File: config.mk
export PLATFORM = sky130hd
export DESIGN_NAME = str_frame_arbiter_flat
export DESIGN_NICKNAME = d
export VERILOG_FILES = /design/src/rtl/str_pkg.sv /design/src/rtl/str_frame_arbiter_if.sv /design/src/rtl/str_frame_arbiter_rr_pick.sv /design/src/rtl/str_frame_arbiter.sv /design/src/flat_wrapper.sv
export SDC_FILE = /design/constraint.sdc
export NUM_CORES = 1
export LEC_CHECK = 0
export CAP_MARGIN = 20
export CORE_MARGIN = 2
export CORE_UTILIZATION = 41
export CTS_CLUSTER_DIAMETER = 200
export DETAILED_ROUTE_END_ITERATION = 10
export GPL_TIMING_DRIVEN = 0
export PLACE_DENSITY = 0.87
export SKIP_CTS_REPAIR_TIMING = 1
export SYNTH_ARGS = -nofsm -noshare
export SYNTH_HDL_FRONTEND = slang
export SYNTH_SLANG_ARGS = --single-unit
File: constraint.sdc
create_clock -name clk -period 2.6 [get_ports clk]
set_clock_uncertainty 0.1 [all_clocks]
set_input_delay 0.52 -clock clk [delete_from_list [all_inputs] [get_ports clk]]
set_output_delay 0.52 -clock clk [all_outputs]
set_load 0.01 [all_outputs]
File: src/rtl/str_pkg.sv
// -----------------------------------------------------------------------------
// str_pkg
//   Shared definitions for the stream frame arbiter slice.
//   - DW_DEFAULT / NCH_DEFAULT : default sample width and channel count
//   - clog2()                  : ceiling log2, used to size channel-ID fields
//   - arb_state_e              : arbiter FSM states
// -----------------------------------------------------------------------------
package str_pkg;

  localparam int DW_DEFAULT  = 24;
  localparam int NCH_DEFAULT = 4;

  // Ceiling log2; clog2(1) = 0. Usable in parameter expressions.
  function automatic int clog2(input int value);
    int result;
    int v;
    result = 0;
    v      = value - 1;
    while (v > 0) begin
      result++;
      v = v >> 1;
    end
    return result;
  endfunction

  // IDLE is the single arbitration (bubble) cycle between frames;
  // BUSY holds the grant until the tlast beat has been accepted.
  typedef enum logic {
    ST_IDLE = 1'b0,
    ST_BUSY = 1'b1
  } arb_state_e;

endpackage : str_pkg

File: src/rtl/str_frame_arbiter_if.sv
// -----------------------------------------------------------------------------
// str_frame_arbiter_if
//   Bundles the NCH input AXI-Stream channels and the merged output stream.
//   - s_axis_tdata  : NCH*DW, channel k in bits [k*DW +: DW]
//   - s_axis_tvalid : NCH, per-channel valid
//   - s_axis_tlast  : NCH, per-channel end-of-frame
//   - s_axis_tready : NCH, per-channel ready (driven by the arbiter)
//   - m_axis_tdata  : DW, merged data
//   - m_axis_tid    : IDW, source channel of the current beat
//   - m_axis_tlast  : end of frame
//   - m_axis_tvalid : output valid
//   - m_axis_tready : downstream ready
//   Modports:
//   - master : the arbiter (consumes the channels, drives the merged stream)
//   - slave  : the surroundings (channel sources and downstream sink)
// -----------------------------------------------------------------------------
interface str_frame_arbiter_if
  import str_pkg::*;
#(
  parameter int DW  = DW_DEFAULT,
  parameter int NCH = NCH_DEFAULT,
  parameter int IDW = clog2(NCH)
);

  logic [NCH*DW-1:0] s_axis_tdata;
  logic [NCH-1:0]    s_axis_tvalid;
  logic [NCH-1:0]    s_axis_tlast;
  logic [NCH-1:0]    s_axis_tready;

  logic [DW-1:0]     m_axis_tdata;
  logic [IDW-1:0]    m_axis_tid;
  logic              m_axis_tlast;
  logic              m_axis_tvalid;
  logic              m_axis_tready;

  modport master (
    input  s_axis_tdata,
    input  s_axis_tvalid,
    input  s_axis_tlast,
    output s_axis_tready,
    output m_axis_tdata,
    output m_axis_tid,
    output m_axis_tlast,
    output m_axis_tvalid,
    input  m_axis_tready
  );

  modport slave (
    output s_axis_tdata,
    output s_axis_tvalid,
    output s_axis_tlast,
    input  s_axis_tready,
    input  m_axis_tdata,
    input  m_axis_tid,
    input  m_axis_tlast,
    input  m_axis_tvalid,
    output m_axis_tready
  );

endinterface : str_frame_arbiter_if

File: src/rtl/str_frame_arbiter_rr_pick.sv
// -----------------------------------------------------------------------------
// rr_pick
//   Combinational round-robin search: returns the first set bit of req,
//   scanning upward from ptr and wrapping from NCH-1 back to 0.
//   - req     : NCH, request vector
//   - ptr     : IDW, starting index (highest priority)
//   - gnt_idx : IDW, index of the selected requester (0 when none)
//   - gnt_any : at least one request is set
// -----------------------------------------------------------------------------
module rr_pick
  import str_pkg::*;
#(
  parameter int NCH = NCH_DEFAULT,
  parameter int IDW = clog2(NCH)
) (
  input  logic [NCH-1:0] req,
  input  logic [IDW-1:0] ptr,
  output logic [IDW-1:0] gnt_idx,
  output logic           gnt_any
);

  always_comb begin
    int cand;
    // NOTE: every output of a combinational block gets a value before any
    // branch, otherwise paths that skip the assignment infer a latch.
    gnt_idx = '0;
    gnt_any = 1'b0;
    cand    = 0;
    for (int i = 0; i < NCH; i++) begin
      // ptr + i can pass NCH at most once, so one subtraction wraps it.
      cand = int'(ptr) + i;
      if (cand >= NCH) begin
        cand = cand - NCH;
      end
      if (!gnt_any && req[cand]) begin
        gnt_any = 1'b1;
        gnt_idx = IDW'(cand);
      end
    end
  end

endmodule : rr_pick

File: src/rtl/str_frame_arbiter.sv
// -----------------------------------------------------------------------------
// str_frame_arbiter
//   Frame-granular round-robin merge of NCH AXI-Stream channels into one
//   stream. A grant is held from the first beat through the tlast beat, so
//   frames never interleave; each output beat carries its source channel in
//   m_axis_tid. One arbitration cycle (IDLE) separates frames; within a frame
//   the rate is one beat per cycle through a one-deep output register slice.
//   Ports:
//   - clk, rst  : clock, asynchronous active-high reset
//   - enable    : run control, looked at only when arbitrating
//   - ch_mask   : per-channel participation, looked at only when arbitrating
//   - bus       : str_frame_arbiter_if.master (input channels + merged output)
//   - busy      : a grant is held (mid-frame)
//   - frame_cnt : frames completed on the output, wraps at 2^32
// -----------------------------------------------------------------------------
module str_frame_arbiter
  import str_pkg::*;
#(
  parameter int DW  = DW_DEFAULT,
  parameter int NCH = NCH_DEFAULT,
  parameter int IDW = clog2(NCH)
) (
  input  logic                 clk,
  input  logic                 rst,
  input  logic                 enable,
  input  logic [NCH-1:0]       ch_mask,
  str_frame_arbiter_if.master  bus,
  output logic                 busy,
  output logic [31:0]          frame_cnt
);

  // ---------------------------------------------------------------------------
  // Declarations
  // ---------------------------------------------------------------------------
  arb_state_e     state_q, state_d;
  logic [IDW-1:0] grant_q;
  logic [IDW-1:0] rr_ptr_q;
  logic [IDW-1:0] grant_inc;

  logic [NCH-1:0] req;
  logic [IDW-1:0] pick_idx;
  logic           pick_any;

  logic [NCH-1:0] tready_c;
  logic           slot_free;
  logic           beat_ok;
  logic           beat_last;
  logic [DW-1:0]  beat_data;
  logic           frame_done;

  logic [DW-1:0]  m_tdata_q;
  logic [IDW-1:0] m_tid_q;
  logic           m_tlast_q;
  logic           m_tvalid_q;
  logic [31:0]    frame_cnt_q;

  // ---------------------------------------------------------------------------
  // Arbitration: enable and ch_mask only matter here, so changing them
  // mid-frame never truncates the frame in flight.
  // ---------------------------------------------------------------------------
  assign req = bus.s_axis_tvalid & ch_mask;

  rr_pick #(
    .NCH (NCH),
    .IDW (IDW)
  ) u_rr_pick (
    .req     (req),
    .ptr     (rr_ptr_q),
    .gnt_idx (pick_idx),
    .gnt_any (pick_any)
  );

  // The slice can take a beat when it is empty or is being drained this cycle.
  assign slot_free = !m_tvalid_q || bus.m_axis_tready;

  assign beat_data = bus.s_axis_tdata[int'(grant_q)*DW +: DW];
  assign beat_last = bus.s_axis_tlast[grant_q];
  assign grant_inc = (int'(grant_q) == NCH - 1) ? '0 : grant_q + IDW'(1);

  // ---------------------------------------------------------------------------
  // FSM: next state and per-channel ready
  // ---------------------------------------------------------------------------
  always_comb begin
    state_d  = state_q;
    tready_c = '0;
    beat_ok  = 1'b0;
    case (state_q)
      ST_IDLE: begin
        if (enable && pick_any) begin
          state_d = ST_BUSY;
        end
      end
      ST_BUSY: begin
        // Only the granted channel ever sees ready; all others must hold.
        tready_c[grant_q] = slot_free;
        beat_ok           = bus.s_axis_tvalid[grant_q] && slot_free;
        if (beat_ok && beat_last) begin
          state_d = ST_IDLE;
        end
      end
      default: state_d = ST_IDLE;
    endcase
  end

  // ---------------------------------------------------------------------------
  // FSM: state, grant and round-robin pointer
  // ---------------------------------------------------------------------------
  always_ff @(posedge clk or posedge rst) begin
    // NOTE: state is updated with non-blocking assignments so every register
    // samples the pre-edge values regardless of statement order.
    if (rst) begin
      state_q  <= ST_IDLE;
      grant_q  <= '0;
      rr_ptr_q <= '0;
    end else begin
      state_q <= state_d;
      if (state_q == ST_IDLE && state_d == ST_BUSY) begin
        grant_q <= pick_idx;
      end
      // The channel just served drops to lowest priority for the next search.
      if (beat_ok && beat_last) begin
        rr_ptr_q <= grant_inc;
      end
    end
  end

  // ---------------------------------------------------------------------------
  // Output register slice (one deep). A load wins over a drain, which gives
  // full throughput when both happen in the same cycle. With valid high and
  // ready low nothing is loaded, so the outputs hold.
  // ---------------------------------------------------------------------------
  always_ff @(posedge clk or posedge rst) begin
    if (rst) begin
      m_tvalid_q <= 1'b0;
      m_tdata_q  <= '0;
      m_tid_q    <= '0;
      m_tlast_q  <= 1'b0;
    end else if (beat_ok) begin
      m_tvalid_q <= 1'b1;
      m_tdata_q  <= beat_data;
      m_tid_q    <= grant_q;
      m_tlast_q  <= beat_last;
    end else if (bus.m_axis_tready) begin
      m_tvalid_q <= 1'b0;
    end
  end

  // ---------------------------------------------------------------------------
  // Completed-frame counter, counted at the output handshake; wraps naturally.
  // ---------------------------------------------------------------------------
  assign frame_done = m_tvalid_q && bus.m_axis_tready && m_tlast_q;

  always_ff @(posedge clk or posedge rst) begin
    if (rst) begin
      frame_cnt_q <= '0;
    end else if (frame_done) begin
      frame_cnt_q <= frame_cnt_q + 32'd1;
    end
  end

  // ---------------------------------------------------------------------------
  // Outputs
  // ---------------------------------------------------------------------------
  assign bus.s_axis_tready = tready_c;
  assign bus.m_axis_tdata  = m_tdata_q;
  assign bus.m_axis_tid    = m_tid_q;
  assign bus.m_axis_tlast  = m_tlast_q;
  assign bus.m_axis_tvalid = m_tvalid_q;
  assign busy              = (state_q == ST_BUSY);
  assign frame_cnt         = frame_cnt_q;

endmodule : str_frame_arbiter

File: src/flat_wrapper.sv
// flat-port wrapper written by rule: the top's interface ports become plain ports
module str_frame_arbiter_flat import str_pkg::*;
#(
  parameter int DW  = DW_DEFAULT,
  parameter int NCH = NCH_DEFAULT,
  parameter int IDW = clog2(NCH)
)
  (clk, rst, enable, ch_mask, busy, frame_cnt, bus_s_axis_tdata, bus_s_axis_tvalid, bus_s_axis_tlast, bus_s_axis_tready, bus_m_axis_tdata, bus_m_axis_tid, bus_m_axis_tlast, bus_m_axis_tvalid, bus_m_axis_tready);
  str_frame_arbiter_if #(.DW(DW), .NCH(NCH), .IDW(IDW)) bus_i ();
  input  logic clk;
  input  logic rst;
  input  logic enable;
  input  logic [NCH-1:0] ch_mask;
  output logic busy;
  output logic [31:0] frame_cnt;
  input wire logic [$bits(bus_i.s_axis_tdata)-1:0] bus_s_axis_tdata;
  input wire logic [$bits(bus_i.s_axis_tvalid)-1:0] bus_s_axis_tvalid;
  input wire logic [$bits(bus_i.s_axis_tlast)-1:0] bus_s_axis_tlast;
  output wire logic [$bits(bus_i.s_axis_tready)-1:0] bus_s_axis_tready;
  output wire logic [$bits(bus_i.m_axis_tdata)-1:0] bus_m_axis_tdata;
  output wire logic [$bits(bus_i.m_axis_tid)-1:0] bus_m_axis_tid;
  output wire logic [$bits(bus_i.m_axis_tlast)-1:0] bus_m_axis_tlast;
  output wire logic [$bits(bus_i.m_axis_tvalid)-1:0] bus_m_axis_tvalid;
  input wire logic [$bits(bus_i.m_axis_tready)-1:0] bus_m_axis_tready;
  assign bus_i.s_axis_tdata = bus_s_axis_tdata;
  assign bus_i.s_axis_tvalid = bus_s_axis_tvalid;
  assign bus_i.s_axis_tlast = bus_s_axis_tlast;
  assign bus_s_axis_tready = bus_i.s_axis_tready;
  assign bus_m_axis_tdata = bus_i.m_axis_tdata;
  assign bus_m_axis_tid = bus_i.m_axis_tid;
  assign bus_m_axis_tlast = bus_i.m_axis_tlast;
  assign bus_m_axis_tvalid = bus_i.m_axis_tvalid;
  assign bus_i.m_axis_tready = bus_m_axis_tready;
  str_frame_arbiter #(.DW(DW), .NCH(NCH), .IDW(IDW)) u_core (.clk(clk), .rst(rst), .enable(enable), .ch_mask(ch_mask), .bus(bus_i), .busy(busy), .frame_cnt(frame_cnt));
endmodule
==> summary.md <==
| Metric | Value |
|---|---|
| Largest net degree at the start of global routing | `45` |
| Power Density | `839 nW/um^2` |
| Synth Area in XOR/XNOR | `7.61%` |
| Post-synth top cells | `dfrtp_1 (65), xnor2_1 (27), mux4_2 (26)` |
| Detailed Route WL | `9300 um` |
| Complex-gate fraction of the synthesized area | `3.19%` |
| Clk buf depth | `2` |
| Relative slew margins | `59.8%` |
| Fin crit period | `2.49 ns` |
| Die Height | `97.3 um` |
| Die Footprint | `9470 um^2` |
| Sequential power share | `32.4%` |
| Post-synthesis async set-or-reset flop share | `100%` |
| Post-Syn Nets | `379` |
| # clock sinks | `65` |
| CTS Buf Count | `9` |
| CTS tree | `done` |
| Drt drc | `0` |
| Largest area contributor in the netlist | `dfrtp_1` |
| Critical path peak fanout | `19` |
| First-pass iteration count of the detailed router | `4` |
| Final hold vios | `0` |
| Type of the worst setup path | `flip-flop to output pin` |
| Sw frac | `32.9%` |
| Syn Area/Cell | `13.6 um^2` |
| # rows | `34` |
| Combinational share of power | `49.3%` |
| Post-synth EDFFs | `0` |
| First-pass GRT wire length | `15900 um` |
| Outcome | `completed` |
| H-tree Lvls | `3` |
| Pwr Total | `4800 uW` |
| WP data arrival | `1.87 ns` |
| Main synth FF type | `dfrtp_1` |
| Global router's overall resource usage | `20.7%` |
| Yosys top cell area share | `45.6%` |
| IO Port Bufs | `176` |
| Slew @ Worst Pin | `0.603 ns` |
| Clock power frac | `18.3%` |
| Clk pin slew, worst setup/hold paths | `0.08 ns` |
| Cells after synthesis | `262` |
| Register area | `1630 um^2` |
| Vias | `2990` |
| Fmax | `401 MHz` |
| Share of cells above drive strength 1 | `19.4%` |
| Antenna violations before repair | `0` |
| Ant. Diodes | `0` |
| GPL Wtd Cong | `0.835` |
| Worst Setup Start Kind | `flip-flop` |
| Drt wl/cell | `16.6 um` |
| Critical path capture point type | `output pin` |
| Reg2reg path depth | `6` |
| Leakage | `0.00236 uW` |
| Adder-cell share of the synthesized area | `1.75%` |
| Final Setup Violations | `0` |
| Final Max Slew Viols | `0` |
| Vias per cell | `5.32` |
| Most common cell in the netlist | `dfrtp_1` |
| Simple-gate share of the synthesized area | `13.7%` |
| Internal power | `3220 uW` |
| Fin Setup TNS | `0 ns` |
| WHS Path Cells | `1` |
| Starting density of the core | `41.5%` |
| Area grow syn2layout | `60.2%` |
| Max_cap viols | `0` |
| Top cells by area, synth | `dfrtp_1 (46%), mux4_2 (16%), mux2_2 (6.6%)` |
| Unique cell type count in the Yosys netlist | `40` |
| Clk_lat worst skew | `0.34 ns` |
| Final ANT Viol Nets | `0` |
| Area of the multi-input gates | `1840 um^2` |
| Synthesized flop and latch total | `65` |
| Mapped Area | `3570 um^2` |
| Width of the die | `97.3 um` |
| Hold Path Class | `flip-flop to flip-flop` |
| I/O pins | `177` |
| Number of global-route vias before repair | `3318` |
| Detailed Route Iter0 Violations | `61` |
| Fillers | `656` |
| Mux cell area share after synthesis | `25.1%` |
| Placed wire-length estimate | `7560 um` |
| Grt total ovfl | `0` |
| Tcrit/Tclk final | `95.9%` |
| Syn. warnings | `0` |
| Floorplan Core Area | `8590 um^2` |
| Combinational family with the most area after synthesis | `multiplexers` |
| CP Data Required Time | `1.98 ns` |
| Layout Nets | `566` |
| Maximum VDD drop | `0.528 mV` |
| RSZ-0062 raised after global routing | `false` |
| Post-synthesis sequential area ratio | `45.6%` |
| Clk root buf | `clkbuf_8` |
| Switching pwr | `1580 uW` |
==> power groups by stage <==
| stage | Clock, uW | Combinational [uW] | Sequential [uW] |
|---|---|---|---|
| 2_1_floorplan | 0 | 1270 | 1640 |
| 3_3_place_gp | 0 | 2320 | 1550 |
| 3_5_place_dp | 0 | 2380 | 1560 |
| 4_1_cts | 895 | 2380 | 1550 |
| 5_1_grt | 938 | 2540 | 1600 |
| 6_report | 877 | 2370 | 1560 |
==> registers in the layout, summed over array words and instances, names as in the netlist <==
register	count
u_core.bus.m_axis_tid	2
u_core.grant_q	2
u_core.bus.m_axis_tvalid	1
u_core.bus.m_axis_tlast	1
u_core.frame_cnt	32
u_core.bus.m_axis_tdata	24
u_core.rr_ptr_q	2
u_core.busy	1
==> stage by stage <==
step / setup slack, ns / hold WS [ns] / utilization [%] / cell area, um^2 / instances
floorplan: 0.354 / 0.408 / - / 3570 / 262
global placement: -0.764 / 0.362 / 63.6 / 5470 / 546
finish: 0.106 / 0.381 / 66.5 / 5720 / 562
global route: 0.0345 / 0.409 / 66.5 / 5720 / 562
detailed placement: -0.156 / 0.380 / 63.8 / 5490 / 547
CTS: -0.543 / 0.394 / 66.2 / 5690 / 563
==> critical path, cell delays in order (launching register included) <==
cell	delay, ns
dfrtp_2	0.44
buf_12	0.18
inv_2	0.08
ha_1	0.13
and3_1	0.17
clkdlybuf4s50_1	0.54
==> cells by family after synthesis <==
group,after synthesis
flip-flops,65
multiplexers,52
AO/OA/AOI/OAI,16
XOR/XNOR,31
buffers and inverters,17
adder cells (fa/ha/maj),5
AND/OR/NAND/NOR,76
==> cells in the final DEF (no fill, tap or decap), types with 3 or more instances in the layout <==
master and n:
mux2_2 21, inv_1 4, clkinvlp_4 3, mux2_4 5, and3_1 9, clkdlybuf4s50_1 173
dfrtp_1 64, dlymetal6s2s_1 3, nor2_1 5, and2_1 3, xnor2_1 27, o21ai_0 3
nand4_1 15, clkbuf_8 9, ha_1 5, nand2_1 21, nand3_1 11, mux4_2 26
xor2_1 4
==> routing by layer <==
| layer | global-route usage (%) | up-vias | routed length (um) |
|---|---|---|---|
| met2 | 38.3 | 123 | 5000 |
| met3 | 4.82 | 19 | 607 |
| li1 | - | 1363 | - |
| met4 | 6.62 | 0 | 201 |
| met1 | 23.6 | 1485 | 3490 |
| met5 | 0 | - | 0 |
==> area by class of cell <==
class | instances | share of cell area [%]
buffer | 9 | 1.62
clock buffer | 9 | 2.17
clock inverter | 7 | 1.38
inverter | 6 | 0.394
multi-input combinational | 180 | 32.2
sequential | 65 | 28.5
tap | 108 | 2.36
timing repair buffer | 178 | 31.4
==> worst paths after layout <==
| kind | startpoint | end | slack (ns) |
|---|---|---|---|
| max | u_core.grant_q[0] | bus_s_axis_tready[2] | 0.11 |
| min | u_core.frame_cnt[31] | u_core.frame_cnt[31] | 0.38 |
| max reg2reg | u_core.grant_q[0] | u_core.bus.m_axis_tdata[0] | 0.55 |
| min reg2reg | u_core.frame_cnt[31] | u_core.frame_cnt[31] | 0.38 |
| max in group asynchronous | rst | u_core.grant_q[0] | 1.36 |
| min in group asynchronous | rst | u_core.frame_cnt[31] | 0.43 |
(Power assumes the default switching activity.)
